--- config.mk ---
export PLATFORM = sky130hd
export DESIGN_NAME = cpu_control_fsm
export DESIGN_NICKNAME = d
export VERILOG_FILES = /design/src/rtl/cpu_control_fsm.sv
export SDC_FILE = /design/constraint.sdc
export NUM_CORES = 1
export LEC_CHECK = 0
export BUFFER_PORTS_ARGS = -buffer_cell sky130_fd_sc_hd__buf_2
export CAP_MARGIN = 10
export CORE_MARGIN = 4
export CORE_UTILIZATION = 53
export CTS_CLUSTER_DIAMETER = 100
export DETAILED_ROUTE_END_ITERATION = 8
export PLACE_DENSITY = 0.81
export SLEW_MARGIN = 20
export SYNTH_ARGS = -nofsm -noshare
export SYNTH_HDL_FRONTEND = slang
export SYNTH_SLANG_ARGS = --single-unit
--- constraint.sdc ---
create_clock -name clk -period 2.23 [get_ports clk]
set_clock_uncertainty 0.15 [all_clocks]
set_input_delay 0.223 -clock clk [delete_from_list [all_inputs] [get_ports clk]]
set_output_delay 0.223 -clock clk [all_outputs]
set_load 0.02 [all_outputs]
--- src/rtl/cpu_control_fsm.sv ---
// Control unit for the 16-opcode ISA: FETCH/EXECUTE/MEM_WAIT/HALT sequencer driving
// datapath control lines, with a timed memory handshake and a retired-instruction counter.
module cpu_control_fsm #(
    parameter int RD_WIDTH    = 4,
    parameter int MEM_TIMEOUT = 16,
    parameter int TO_WIDTH    = 5,
    parameter int CNT_WIDTH   = 16
) (
    input  logic                 clk,
    input  logic                 reset,
    input  logic [3:0]           opcode,
    input  logic [RD_WIDTH-1:0]  Rd,
    input  logic                 mem_ready,
    input  logic                 resume,
    output logic [2:0]           FS,
    output logic [1:0]           PS,
    output logic                 MB,
    output logic [1:0]           resultSource,
    output logic                 RW,
    output logic                 MW,
    output logic [1:0]           BC,
    output logic                 IL,
    output logic                 mem_req,
    output logic                 EOE,
    output logic                 bus_error,
    output logic [CNT_WIDTH-1:0] instret
);

    typedef enum logic [1:0] {
        S_FETCH    = 2'd0,
        S_EXECUTE  = 2'd1,
        S_MEM_WAIT = 2'd2,
        S_HALT     = 2'd3
    } state_t;

    localparam logic [3:0] OP_LI  = 4'd8;
    localparam logic [3:0] OP_LW  = 4'd9;
    localparam logic [3:0] OP_SW  = 4'd10;
    localparam logic [3:0] OP_BIZ = 4'd11;
    localparam logic [3:0] OP_BNZ = 4'd12;
    localparam logic [3:0] OP_JAL = 4'd13;
    localparam logic [3:0] OP_JMP = 4'd14;
    localparam logic [3:0] OP_JR  = 4'd15;

    // Last MEM_WAIT count before the bus error fires; unused when the timeout is disabled.
    localparam logic [TO_WIDTH-1:0] TO_LAST =
        TO_WIDTH'((MEM_TIMEOUT == 0) ? 0 : MEM_TIMEOUT - 1);

    state_t                 state_q, state_d;
    logic [TO_WIDTH-1:0]    to_cnt_q, to_cnt_d;
    logic [CNT_WIDTH-1:0]   instret_q, instret_d;
    logic                   retire;

    always_ff @(posedge clk) begin
        if (!reset) begin
            state_q   <= S_FETCH;
            to_cnt_q  <= '0;
            instret_q <= '0;
        end else begin
            state_q   <= state_d;
            to_cnt_q  <= to_cnt_d;
            instret_q <= instret_d;
        end
    end

    always_comb begin
        state_d      = state_q;
        to_cnt_d     = to_cnt_q;
        retire       = 1'b0;
        FS           = 3'd0;
        PS           = 2'd0;
        MB           = 1'b0;
        resultSource = 2'd0;
        RW           = 1'b0;
        MW           = 1'b0;
        BC           = 2'd3;
        IL           = 1'b0;
        mem_req      = 1'b0;
        EOE          = 1'b0;
        bus_error    = 1'b0;

        case (state_q)
            S_FETCH: begin
                IL      = 1'b1;
                state_d = S_EXECUTE;
            end
            S_EXECUTE: begin
                state_d = S_FETCH;
                retire  = 1'b1;
                if (!opcode[3]) begin
                    FS = opcode[2:0];
                    RW = 1'b1;
                    PS = 2'd1;
                end else begin
                    case (opcode)
                        OP_LI: begin
                            MB           = 1'b1;
                            resultSource = 2'd3;
                            RW           = 1'b1;
                            PS           = 2'd1;
                        end
                        OP_LW, OP_SW: begin
                            mem_req  = 1'b1;
                            retire   = 1'b0;
                            to_cnt_d = '0;
                            state_d  = S_MEM_WAIT;
                        end
                        OP_BIZ: begin
                            PS = 2'd2;
                            BC = 2'd0;
                        end
                        OP_BNZ: begin
                            PS = 2'd2;
                            BC = 2'd1;
                        end
                        OP_JAL: begin
                            PS           = 2'd2;
                            RW           = 1'b1;
                            resultSource = 2'd1;
                        end
                        OP_JMP: PS = 2'd2;
                        OP_JR: begin
                            if (Rd == '0) begin
                                PS = 2'd3;
                            end else if (Rd == '1) begin
                                retire  = 1'b0;
                                state_d = S_HALT;
                            end else begin
                                PS = 2'd1;
                            end
                        end
                        default: PS = 2'd1;
                    endcase
                end
            end
            S_MEM_WAIT: begin
                mem_req = 1'b1;
                // A ready arriving on the timeout cycle still completes the access.
                if (mem_ready) begin
                    if (opcode == OP_LW) begin
                        RW           = 1'b1;
                        resultSource = 2'd2;
                    end else begin
                        MW = 1'b1;
                    end
                    PS      = 2'd1;
                    retire  = 1'b1;
                    state_d = S_FETCH;
                end else if (MEM_TIMEOUT != 0 && to_cnt_q == TO_LAST) begin
                    bus_error = 1'b1;
                    state_d   = S_HALT;
                end else begin
                    to_cnt_d = to_cnt_q + 1'b1;
                end
            end
            S_HALT: begin
                EOE = 1'b1;
                if (resume) begin
                    PS      = 2'd1;
                    state_d = S_FETCH;
                end
            end
            default: state_d = S_FETCH;
        endcase

        // Datapath sees idle controls for the whole time reset is held.
        if (!reset) begin
            FS           = 3'd0;
            PS           = 2'd0;
            MB           = 1'b0;
            resultSource = 2'd0;
            RW           = 1'b0;
            MW           = 1'b0;
            BC           = 2'd3;
            IL           = 1'b0;
            mem_req      = 1'b0;
            EOE          = 1'b0;
            bus_error    = 1'b0;
        end

        instret_d = instret_q;
        if (retire && instret_q != '1) begin
            instret_d = instret_q + 1'b1;
        end
    end

    assign instret = instret_q;

endmodule

==> results.toml <==
[setup_path]
arrival_ns = 1.75
r2r_slack_ns = 0.15
cp-end-kind = "output port"
cp-start-kind = "register"
cp_data_required_time_ns = 1.86
rr_worst_depth = 5
cp_max_fo = 6
r2r-end = "instret[7]"
r2r-start = "instret[7]"
path_class = "register to output port"

[clock_tree]
htreeDepth = 1
cts_max_path_buffers = 2
numCtsBuffers = 3
cts_tree = "done"
cts.clk_slew.worst_paths_ns = 0.13
cts_setup_buffers = 0
insertion_delay_ns = 0.32
root_buffer = "clkbuf_4"
cts_hold_buf = 0
cts_sinks = 23

[layout]
fillers = 288
nNetsFinal = 275
instances_no_fill = 298
area_growth_pct = 20.9
antennaDiodeCount = 0
finish.utilization = 0.670
layout-drive-gt1-share = 0.307

[drt]
wire_per_inst_um = 12.8
wl_mm = 3.81
dr.pass1.iters = 4
num_vias = 1716
postRouteAntennaNets = 0
viasPerCell = 5.76
drtIter0Drc = 196
drc_errors = 0

[power]
p_int_uw = 531
peakVddDrop_mv = 0.188
p_sw_frac = 0.287
p_per_area_nw_per_um2 = 364
seqPwrFrac = 0.560
leakagePower_nw = 0.807
combPwrFrac = 0.173
p_switching_uw = 214
clkPwrFrac = 0.268

[timing]
fin_crit_sh = 0.950
tns_ns = 0
setup_viol = 0
layout_setup_ws_ns = 0.111
fmax_ghz = 0.472
maxSlewViolCount = 0
period_minus_slack_ns = 2.12
tightestPinTransition_ns = 0.374
hold_viol_final = 0
grt_setup_unrepaired = "no"
hold_ws_ns = 0.156
slew_headroom = 0.748

[worst_hold_path]
hold_class = "input pin to register"
whs_endpoint = "state_q[1]"
whs_path_depth = 4
min_from = "resume"

[placement]
gp_congestion = 0.829
dp_slack_ns = 0.00480
dp_hpwl_mm = 2.79
port-buffer-count = 43
dp.cells = 294

[global_route]
grt_max_degree = 45
grt_pass1_wl_mm = 6.70
antenna_found_initial = 0
grt_pass1_vias = 1555
grt_usage = 0.195
overflow = 0

[logic_synthesis]
syn_area_um2 = 1690
avgSynthCellArea_um2 = 8.13
yosysUniqueCellTypes = 52
synth-seq-cells = 23
synth-edff-count = 0
synth.net_count = 228
async_flop_share = 0
yosys_warnings = 0
ys_seq_area_frac = 0.272
synth_top_flop_cell = "dfxtp_1"
synth_cells = 208

[job]
maxCapViolations = 0

[floorplanning]
row_count = 20
pin_count = 44
core-area_um2 = 3050
start_util = 0.554
die_h_um = 64.5
die_w_um = 64.5
dieArea_um2 = 4160

[run_status]
status = "completed"
-- metal layers --
| layer | global-route usage | vias up | part of all wire |
|---|---|---|---|
| met1 | 0.253 | 785 | 0.47 |
| met2 | 0.332 | 62 | 0.46 |
| met5 | 0 | - | 0 |
| met4 | 0.0633 | 0 | 0.011 |
| li1 | - | 865 | - |
| met3 | 0.0243 | 4 | 0.061 |
-- how the worst max path moves through the flow --
stage / start / to / slack [ns] / cells after the start
2_1_floorplan: instret[6] / instret[14] / 0.21 / 4
5_1_grt: state_q[1] / RW / 0.01 / 7
3_3_place_gp: state_q[0] / instret[3] / 0.08 / 6
6_report: state_q[1] / RW / 0.11 / 7
3_5_place_dp: state_q[1] / instret[3] / 0.005 / 6
4_1_cts: state_q[1] / RW / 0.006 / 7
-- cells by family (layout without fill, tap and decap cells) --
group           after synthesis  count (layout)  share of synthesized area
buf+inv                      18              64                     0.0540
mux                          10              10                     0.0592
flops                        23              23                      0.272
compound gates               38              38                      0.158
fa+ha+maj                     8               8                     0.0592
xor+xnor                      2               2                     0.0104
simple gates                109             109                      0.387
-- what timing repair did --
action | in CTS | in global routing
setup endpoints to repair | 5 | 16
resized for setup | 5 | 6
pin swaps | 1 | 2
-- worst max-delay path, stage by stage (launching register included) --
cell and delay (ns):
dfxtp_2 0.38, inv_2 0.07, ha_1 0.19, buf_4 0.16
inv_1 0.12, o22ai_1 0.10, a31o_2 0.25, buf_2 0.15
-- state kept, by name, summed over array words and instances (netlist names) --
| register | flops |
|---|---|
| state_q | 2 |
| instret | 16 |
| to_cnt_q | 5 |
-- power groups by stage --
| stage | logic [mW] | clock network [mW] | registers, mW |
|---|---|---|---|
| finish | 0.129 | 0.199 | 0.417 |
| detailed placement | 0.122 | 0 | 0.426 |
| CTS | 0.125 | 0.208 | 0.417 |
| global placement | 0.121 | 0 | 0.425 |
| global route | 0.143 | 0.232 | 0.418 |
| floorplan | 0.0786 | 0 | 0.427 |
-- synthesized netlist by cell type (all sizes together) (2+ instances only) --
library cell / number / area, um2
nor3b: 8 / 65.1
buf: 5 / 42.5
o211a: 2 / 20.0
or4: 6 / 48.8
ha: 8 / 100
nand2: 25 / 93.8
nor3: 7 / 40.0
or3: 4 / 25.0
a21boi: 7 / 52.6
o22ai: 2 / 12.5
nor4: 7 / 56.3
nand3: 8 / 40.0
inv: 5 / 18.8
dfxtp: 23 / 460
nand2b: 12 / 77.6
and3: 2 / 12.5
nand4: 8 / 56.3
o21ai: 11 / 55.1
a22oi: 2 / 15.0
and2: 3 / 18.8
o31ai: 4 / 30.0
mux2i: 10 / 100
nor2: 6 / 30.0
clkbuf: 8 / 30.0
nor2b: 9 / 56.3
-- area by class of cell --
| type | instances | area, um2 | area share |
|---|---|---|---|
| Sequential cell | 23 | 463 | 0.226 |
| Tap cell | 44 | 55.1 | 0.0269 |
| Multi-Input combinational cell | 167 | 1180 | 0.575 |
| Clock inverter | 1 | 5.00 | 0.00245 |
| Clock buffer | 3 | 22.5 | 0.0110 |
| Inverter | 5 | 18.8 | 0.00917 |
| Timing Repair Buffer | 55 | 305 | 0.149 |
-- cells in the final DEF (no fill, tap or decap), types with 2 or more instances in the layout --
cell type,Yosys,routed
a21boi_0,2,2
a21boi_1,5,5
a22oi_1,2,2
and2_1,3,3
and3_1,2,2
buf_2,1,43
buf_4,3,12
clkbuf_4,0,3
dfxtp_1,23,21
dfxtp_2,0,2
ha_1,8,6
inv_1,5,3
inv_2,0,2
mux2i_1,10,10
nand2_1,25,24
nand2b_1,11,11
nand3_1,8,8
nand4_1,7,7
nor2_1,5,5
nor2b_1,9,8
nor3_1,6,6
nor3b_1,7,7
nor4_1,5,4
nor4_2,2,2
o211a_1,2,2
o21ai_0,9,8
o21ai_1,2,3
o22ai_1,2,2
o31ai_1,4,4
or3_1,4,4
or4_1,5,5
-- per-stage QoR --
stage          cell area, um2  power, mW
4_1_cts                  2030      0.750
5_1_grt                  2050      0.793
2_1_floorplan            1700      0.505
3_5_place_dp             1990      0.547
3_3_place_gp             1990      0.546
6_report                 2050      0.745
(Power assumes the default switching activity.)
